## config.mk

```make
export PLATFORM = sky130hd
export DESIGN_NAME = key_conditioner
export DESIGN_NICKNAME = d
export VERILOG_FILES = /design/src/rtl/key_conditioner_pkg.sv /design/src/rtl/key_conditioner_key_channel.sv /design/src/rtl/key_conditioner.sv
export SDC_FILE = /design/constraint.sdc
export NUM_CORES = 1
export LEC_CHECK = 0
export CORE_ASPECT_RATIO = 1.75
export CORE_MARGIN = 2
export CORE_UTILIZATION = 60
export CTS_CLUSTER_SIZE = 30
export DETAILED_ROUTE_END_ITERATION = 10
export PLACE_DENSITY = 0.87
export SYNTH_ARGS = -nofsm -noshare
export SYNTH_HDL_FRONTEND = slang
export SYNTH_SLANG_ARGS = --single-unit
```

## constraint.sdc

```tcl
create_clock -name clock -period 2.9 [get_ports clock]
set_clock_uncertainty 0.05 [all_clocks]
set_input_delay 0.58 -clock clock [delete_from_list [all_inputs] [get_ports clock]]
set_output_delay 0.58 -clock clock [all_outputs]
set_load 0.005 [all_outputs]
```

## src/rtl/key_conditioner_pkg.sv

```systemverilog
// -----------------------------------------------------------------------------
// key_conditioner_pkg
// Shared game package: key count, default key timing constants, the
// game-state encodings used by the surrounding game logic, and small
// elaboration-time helper functions for sizing counters.
// -----------------------------------------------------------------------------
package key_conditioner_pkg;

  // Number of physical push-buttons handled by the key conditioner.
  localparam int unsigned KEY_COUNT = 32'd4;

  // Index of the game-start key inside the key vector.
  localparam int unsigned KEY_START_IDX = 32'd3;

  // Default timing, in clock cycles at 50 MHz.
  localparam int unsigned DEFAULT_DEBOUNCE_CYCLES = 32'd1000000;   // 20 ms
  localparam int unsigned DEFAULT_REPEAT_DELAY    = 32'd25000000;  // 500 ms
  localparam int unsigned DEFAULT_REPEAT_PERIOD   = 32'd5000000;   // 100 ms

  // Top-level game-state encodings.
  typedef enum logic [1:0] {
    GS_IDLE  = 2'd0,
    GS_PLAY  = 2'd1,
    GS_PAUSE = 2'd2,
    GS_OVER  = 2'd3
  } game_state_e;

  // Larger of two unsigned values, used to size the shared repeat counter.
  function automatic int unsigned max_u(input int unsigned a, input int unsigned b);
    if (a > b) begin
      return a;
    end else begin
      return b;
    end
  endfunction

  // Bits needed for a counter that runs 0 .. n-1; never narrower than 1 bit.
  function automatic int unsigned cnt_width(input int unsigned n);
    if (n <= 32'd2) begin
      return 32'd1;
    end else begin
      return $clog2(n);
    end
  endfunction

endpackage

```

## src/rtl/key_conditioner_key_channel.sv

```systemverilog
// -----------------------------------------------------------------------------
// key_channel
// Conditioning for a single push-button: two-flop synchronizer, debounce
// counter, press/release edge pulses and auto-repeat pulses.
//
// Ports
//   clock       in   system clock, rising edge
//   resetn      in   asynchronous active-low reset
//   enable      in   1 = pulse outputs allowed; 0 = pulses forced low and
//                    the repeat counter held clear
//   key_n       in   raw active-low button, asynchronous to clock
//   key_down    out  debounced level, 1 = held
//   key_press   out  one-cycle pulse in the first cycle key_down reads 1
//   key_release out  one-cycle pulse in the first cycle key_down reads 0
//   key_repeat  out  one-cycle auto-repeat pulse while held
// -----------------------------------------------------------------------------
module key_channel
  import key_conditioner_pkg::*;
#(
  parameter int unsigned DEBOUNCE_CYCLES = DEFAULT_DEBOUNCE_CYCLES,
  parameter int unsigned REPEAT_DELAY    = DEFAULT_REPEAT_DELAY,
  parameter int unsigned REPEAT_PERIOD   = DEFAULT_REPEAT_PERIOD
) (
  input  logic clock,
  input  logic resetn,
  input  logic enable,
  input  logic key_n,
  output logic key_down,
  output logic key_press,
  output logic key_release,
  output logic key_repeat
);

  localparam int unsigned DB_W = cnt_width(DEBOUNCE_CYCLES);
  localparam int unsigned RP_W = cnt_width(max_u(REPEAT_DELAY, REPEAT_PERIOD));

  localparam logic [DB_W-1:0] DB_ZERO    = DB_W'(1'b0);
  localparam logic [DB_W-1:0] DB_ONE     = DB_W'(1'b1);
  localparam logic [DB_W-1:0] DB_LAST    = DB_W'(DEBOUNCE_CYCLES - 32'd1);
  localparam logic [RP_W-1:0] RP_ZERO    = RP_W'(1'b0);
  localparam logic [RP_W-1:0] RP_ONE     = RP_W'(1'b1);
  localparam logic [RP_W-1:0] DELAY_LAST = RP_W'(REPEAT_DELAY - 32'd1);
  localparam logic [RP_W-1:0] PERIOD_LAST = RP_W'(REPEAT_PERIOD - 32'd1);

  // Synchronizer stages.
  logic sync_meta_q, sync_meta_d;
  logic sync_q, sync_d;

  // Debounce state.
  logic [DB_W-1:0] db_cnt_q, db_cnt_d;
  logic            down_q, down_d;

  // Repeat state: rep_phase_q = 0 while waiting for the first repeat,
  // 1 once the periodic phase has started.
  logic [RP_W-1:0] rep_cnt_q, rep_cnt_d;
  logic            rep_phase_q, rep_phase_d;
  logic [RP_W-1:0] rep_last;

  // Registered pulse outputs.
  logic press_q, press_d;
  logic release_q, release_d;
  logic repeat_q, repeat_d;

  // Debounced level flips at this edge.
  logic toggle;
  logic rise;
  logic fall;

  // Synchronizer next-state: the raw input is inverted so sync is active-high.
  always_comb begin
    sync_meta_d = ~key_n;
    sync_d      = sync_meta_q;
  end

  // Debounce next-state: count while the synchronized level disagrees with
  // the accepted level, accept it once it has disagreed for the full window.
  always_comb begin
    db_cnt_d = db_cnt_q;
    down_d   = down_q;
    toggle   = 1'b0;
    if (sync_q == down_q) begin
      db_cnt_d = DB_ZERO;
    end else if (db_cnt_q == DB_LAST) begin
      db_cnt_d = DB_ZERO;
      down_d   = ~down_q;
      toggle   = 1'b1;
    end else begin
      db_cnt_d = db_cnt_q + DB_ONE;
    end
  end

  // Edge pulses: set at the same edge that flips key_down, so each pulse is
  // high in exactly the first cycle the new level is visible.
  always_comb begin
    rise      = toggle & ~down_q;
    fall      = toggle & down_q;
    press_d   = enable & rise;
    release_d = enable & fall;
  end

  // Auto-repeat: the counter restarts on any press, release or while
  // disabled, so it only advances across cycles where the key is steadily
  // held. It counts to the delay first, then reloads for the period phase.
  // Clearing on the press edge keeps repeat and press in different cycles.
  always_comb begin
    rep_cnt_d   = rep_cnt_q;
    rep_phase_d = rep_phase_q;
    repeat_d    = 1'b0;
    if (rep_phase_q) begin
      rep_last = PERIOD_LAST;
    end else begin
      rep_last = DELAY_LAST;
    end
    if (!enable || !down_q || toggle) begin
      rep_cnt_d   = RP_ZERO;
      rep_phase_d = 1'b0;
    end else if (rep_cnt_q >= rep_last) begin
      rep_cnt_d   = RP_ZERO;
      rep_phase_d = 1'b1;
      repeat_d    = 1'b1;
    end else begin
      rep_cnt_d = rep_cnt_q + RP_ONE;
    end
  end

  // Synchronizer flops.
  always_ff @(posedge clock or negedge resetn) begin
    if (!resetn) begin
      sync_meta_q <= 1'b0;
      sync_q      <= 1'b0;
    end else begin
      sync_meta_q <= sync_meta_d;
      sync_q      <= sync_d;
    end
  end

  // Debounce counter and accepted level.
  always_ff @(posedge clock or negedge resetn) begin
    if (!resetn) begin
      db_cnt_q <= DB_ZERO;
      down_q   <= 1'b0;
    end else begin
      db_cnt_q <= db_cnt_d;
      down_q   <= down_d;
    end
  end

  // Repeat counter and phase.
  always_ff @(posedge clock or negedge resetn) begin
    if (!resetn) begin
      rep_cnt_q   <= RP_ZERO;
      rep_phase_q <= 1'b0;
    end else begin
      rep_cnt_q   <= rep_cnt_d;
      rep_phase_q <= rep_phase_d;
    end
  end

  // Pulse output flops.
  always_ff @(posedge clock or negedge resetn) begin
    if (!resetn) begin
      press_q   <= 1'b0;
      release_q <= 1'b0;
      repeat_q  <= 1'b0;
    end else begin
      press_q   <= press_d;
      release_q <= release_d;
      repeat_q  <= repeat_d;
    end
  end

  assign key_down    = down_q;
  assign key_press   = press_q;
  assign key_release = release_q;
  assign key_repeat  = repeat_q;

endmodule

```

## src/rtl/key_conditioner.sv

```systemverilog
// -----------------------------------------------------------------------------
// key_conditioner
// Conditions KEY_COUNT raw active-low push-buttons into debounced levels and
// press / release / auto-repeat pulses. Each key is handled by an independent
// key_channel, so simultaneous events produce simultaneous pulses.
//
// Ports
//   clock       in   system clock, rising edge
//   resetn      in   asynchronous active-low reset
//   enable      in   1 = pulse outputs allowed
//   key_n       in   raw active-low buttons (bit 3 = game start)
//   key_down    out  debounced levels, 1 = held
//   key_press   out  one-cycle press pulses
//   key_release out  one-cycle release pulses
//   key_repeat  out  one-cycle auto-repeat pulses
// -----------------------------------------------------------------------------
module key_conditioner
  import key_conditioner_pkg::*;
#(
  parameter int unsigned DEBOUNCE_CYCLES = DEFAULT_DEBOUNCE_CYCLES,
  parameter int unsigned REPEAT_DELAY    = DEFAULT_REPEAT_DELAY,
  parameter int unsigned REPEAT_PERIOD   = DEFAULT_REPEAT_PERIOD
) (
  input  logic                 clock,
  input  logic                 resetn,
  input  logic                 enable,
  input  logic [KEY_COUNT-1:0] key_n,
  output logic [KEY_COUNT-1:0] key_down,
  output logic [KEY_COUNT-1:0] key_press,
  output logic [KEY_COUNT-1:0] key_release,
  output logic [KEY_COUNT-1:0] key_repeat
);

  for (genvar g = 0; g < KEY_COUNT; g++) begin : g_key
    key_channel #(
      .DEBOUNCE_CYCLES (DEBOUNCE_CYCLES),
      .REPEAT_DELAY    (REPEAT_DELAY),
      .REPEAT_PERIOD   (REPEAT_PERIOD)
    ) u_key_channel (
      .clock       (clock),
      .resetn      (resetn),
      .enable      (enable),
      .key_n       (key_n[g]),
      .key_down    (key_down[g]),
      .key_press   (key_press[g]),
      .key_release (key_release[g]),
      .key_repeat  (key_repeat[g])
    );
  end

endmodule
```

==> impl_metrics.env <==
export IMPL_grt_pass1_wl_mm=38.0
export IMPL_post_place_cells=1321
export IMPL_worst_pin_slew_ps=880
export IMPL_setup_violations=0
export IMPL_drtPass1Iterations=5
export IMPL_ant_nets=0
export IMPL_powerDensity_nw_per_um2=507
export IMPL_synthToLayoutAreaGrowth_pct=10.9
export IMPL_cts_max_level=1
export IMPL_postPlaceCellArea_um2=11200
export IMPL_place_congestion=0.848
export IMPL_grt_pass1_vias=8272
export IMPL_cts_tree="built"
export IMPL_critPathCaptureType="flop"
export IMPL_antenna_found_initial=0
export IMPL_num_rows=65
export IMPL_period_share_pct=85.9
export IMPL_cts_hold_buf=0
export IMPL_start_util_pct=60.7
export IMPL_fp_dieH_um=182
export IMPL_crit_buf_inv=1
export IMPL_layout_commonest_cell="dfrtp_1"
export IMPL_setup_tns_ps=0
export IMPL_syn_instance_count=1097
export IMPL_drive_gt1_share_pct=6.41
export IMPL_synth_cell_types=51
export IMPL_num_antenna_cells=0
export IMPL_drv_slew=0
export IMPL_grt_max_degree=81
export IMPL_track_usage_pct=23.7
export IMPL_postCtsSetupBuffers=0
export IMPL_hold_viol=0
export IMPL_cts_clk_slew_worst_paths_ps=70
export IMPL_vdd_drop_max_mv=0.513
export IMPL_synthesis_area_um2=10800
export IMPL_final_core_utilization_pct=67.3
export IMPL_die_x_um=105
export IMPL_maxCapViolCount=0
export IMPL_cp_required_ps=3220
export IMPL_clockBufferDepth=3
export IMPL_syn_nets=1144
export IMPL_critPathLaunchType="flop"
export IMPL_cts_resized=0
export IMPL_hold_class="in2async"
export IMPL_crit_type="reg2reg"
export IMPL_numCtsBuffers=20
export IMPL_grt_overflow=0
export IMPL_num_vias=7950
export IMPL_cts_sinks=208
export IMPL_root_buffer="clkbuf_16"
export IMPL_status="complete, no violations"
export IMPL_synth_async_sr_flop_share_pct=100
export IMPL_path_cells="ha_1 > nand3_2 > or4_1 > o21bai_4 > buf_4 > nor3_1"
export IMPL_finish_cell_count_without_fillers=1357
export IMPL_relSlewSlack_pct=40.9
export IMPL_rsz0062_at_grt="no"
export IMPL_drc=0
export IMPL_ys_seq_elements=208
export IMPL_ios=23
export IMPL_clkLatencyLatePin_ps=500
export IMPL_portBuffers=22
export IMPL_cp_max_fo=17
export IMPL_finish_instance_area_um2=12000
export IMPL_maxClockFrequency_mhz=402
export IMPL_synth_yosys_seq_area_share_pct=48.1
export IMPL_cpPeakStageDelay_ps=710
export IMPL_synth_warning_count=0
export IMPL_min_period_ps=2490
export IMPL_dieArea_um2=19200
export IMPL_wl_per_cell_um=16.0
export IMPL_critPathTopFamily="simple AND/OR/NAND/NOR gates"
export IMPL_syn_area_per_cell_um2=9.86
export IMPL_drt_iter0_drc=509
export IMPL_synthFlopType="dfrtp_1"
export IMPL_final_nets=1156
export IMPL_dp_hpwl_mm=14.4
export IMPL_slowest_stage="or4_1"
export IMPL_power_leakage_nw=5.13
export IMPL_synth_edf_count=0
export IMPL_arrival_ps=2810
export IMPL_design_core_area_um2=17800
export IMPL_final_cell_mix="dfrtp_1 (208), nor2_1 (151), xor2_1 (94), nor3_1 (79), nand2_1 (76)"
export IMPL_finalWirelength_mm=21.8
export IMPL_via_per_inst=5.86
[cell type report]
class / count / area, um^2
Sequential cell: 208 / 5200
Clock buffer: 23 / 543
Multi-Input combinational cell: 814 / 5240
Inverter: 24 / 90.1
Fill cell: 1292 / 5820
Clock inverter: 13 / 225
Tap cell: 234 / 293
Timing Repair Buffer: 41 / 392
[cell families (layout without fill, tap and decap cells)]
group	count (synthesis)	count (layout)	share of synthesized area, %
AOI/OAI and AO/OA	47	47	3.25
xor gates and xnor gates	168	168	13.6
adders and majority gates	40	40	4.63
buffers and inverters	75	101	3.45
DFF	208	208	48.1
muxes	3	3	0.312
and+or+nand+nor	556	556	26.6
[report_power, final]
part | switching (W) | internal, W
registers | 0.0000228 | 0.00292
clock network | 0.00113 | 0.00189
logic | 0.0000918 | 0.0000321
total | 0.00124 | 0.00484
[sequential cells by signal, indices dropped and copies added, names as in the netlist]
name and count:
g_key.u_key_channel.sync_q 4, g_key.u_key_channel.rep_cnt_q 100, g_key.u_key_channel.key_press 4, g_key.u_key_channel.db_cnt_q 80, g_key.u_key_channel.sync_d 4, g_key.u_key_channel.rep_phase_q 4
g_key.u_key_channel.key_repeat 4, g_key.u_key_channel.key_down 4, g_key.u_key_channel.key_release 4
[through the flow]
step	worst slack (ps)	hold WS [ps]	power, W
finish	410	57.0	0.00608
detailed placement	474	287	0.00312
CTS	421	94.2	0.00614
global route	261	111	0.00627
floorplan	823	234	0.00303
global placement	558	282	0.00312
[Yosys cell counts, types with 2 or more instances]
cell,n,area [um^2]
a41oi_1,3,26.3
a21oi_1,10,50.1
or4_1,4,30.0
nor2b_1,7,43.8
nor2_1,151,567
a21o_1,5,37.5
inv_1,24,90.1
nor3_1,79,395
o31ai_1,3,22.5
xor2_1,94,823
and3_1,32,200
ha_1,40,500
or3_1,4,25.0
buf_2,10,50.1
a31oi_1,4,25.0
and2_1,8,50.1
nand4_1,39,244
dfrtp_1,208,5200
nor4_1,17,106
buf_1,2,7.51
clkbuf_1,20,75.1
o21ba_2,2,20.0
or2_2,2,12.5
o21a_1,3,22.5
o21ai_0,2,10.0
mux2_2,3,33.8
buf_6,2,22.5
nand3b_1,2,15.0
nand3_2,2,20.0
nand2_1,76,285
o21bai_4,2,37.5
nand3_1,70,350
nor4b_1,3,26.3
and4_1,19,166
a211oi_1,3,22.5
xnor2_1,74,648
nand2b_1,3,18.8
buf_4,17,128
nor3b_1,15,113
o211ai_1,6,45.0
nand4b_1,17,149
[worst paths after layout]
kind,cells past startpoint,start,slack (ps),end
min in group clock,0,g_key[3].u_key_channel.sync_d,290,g_key[3].u_key_channel.sync_q
max in group asynchronous,2,resetn,1890,g_key[0].u_key_channel.rep_cnt_q[11]
worst max-delay path,6,g_key[1].u_key_channel.db_cnt_q[0],410,g_key[1].u_key_channel.rep_cnt_q[2]
worst max register to register,6,g_key[1].u_key_channel.db_cnt_q[0],410,g_key[1].u_key_channel.rep_cnt_q[2]
worst min-delay path,1,resetn,60,g_key[3].u_key_channel.db_cnt_q[15]
worst min register to register,0,g_key[3].u_key_channel.sync_d,290,g_key[3].u_key_channel.sync_q
[metal layers]
metal  track usage, %  routed length [um]  part of all wire, %  vias to the layer above
li1                 -                   -                    -                     3820
met1             27.7                8630                   40                     3942
met2             44.1               11900                   55                      144
met3             2.84                 666                  3.1                       44
met4             8.16                 573                  2.6                        0
met5                0                   0                    0                        -
[worst reg2reg max path, stage by stage, from the launching register on]
cell	delay [ps]
dfrtp_1	420
ha_1	270
nand3_2	140
or4_1	710
o21bai_4	430
buf_4	270
nor3_1	90
Note: power is estimated with default switching activity, not from simulation.
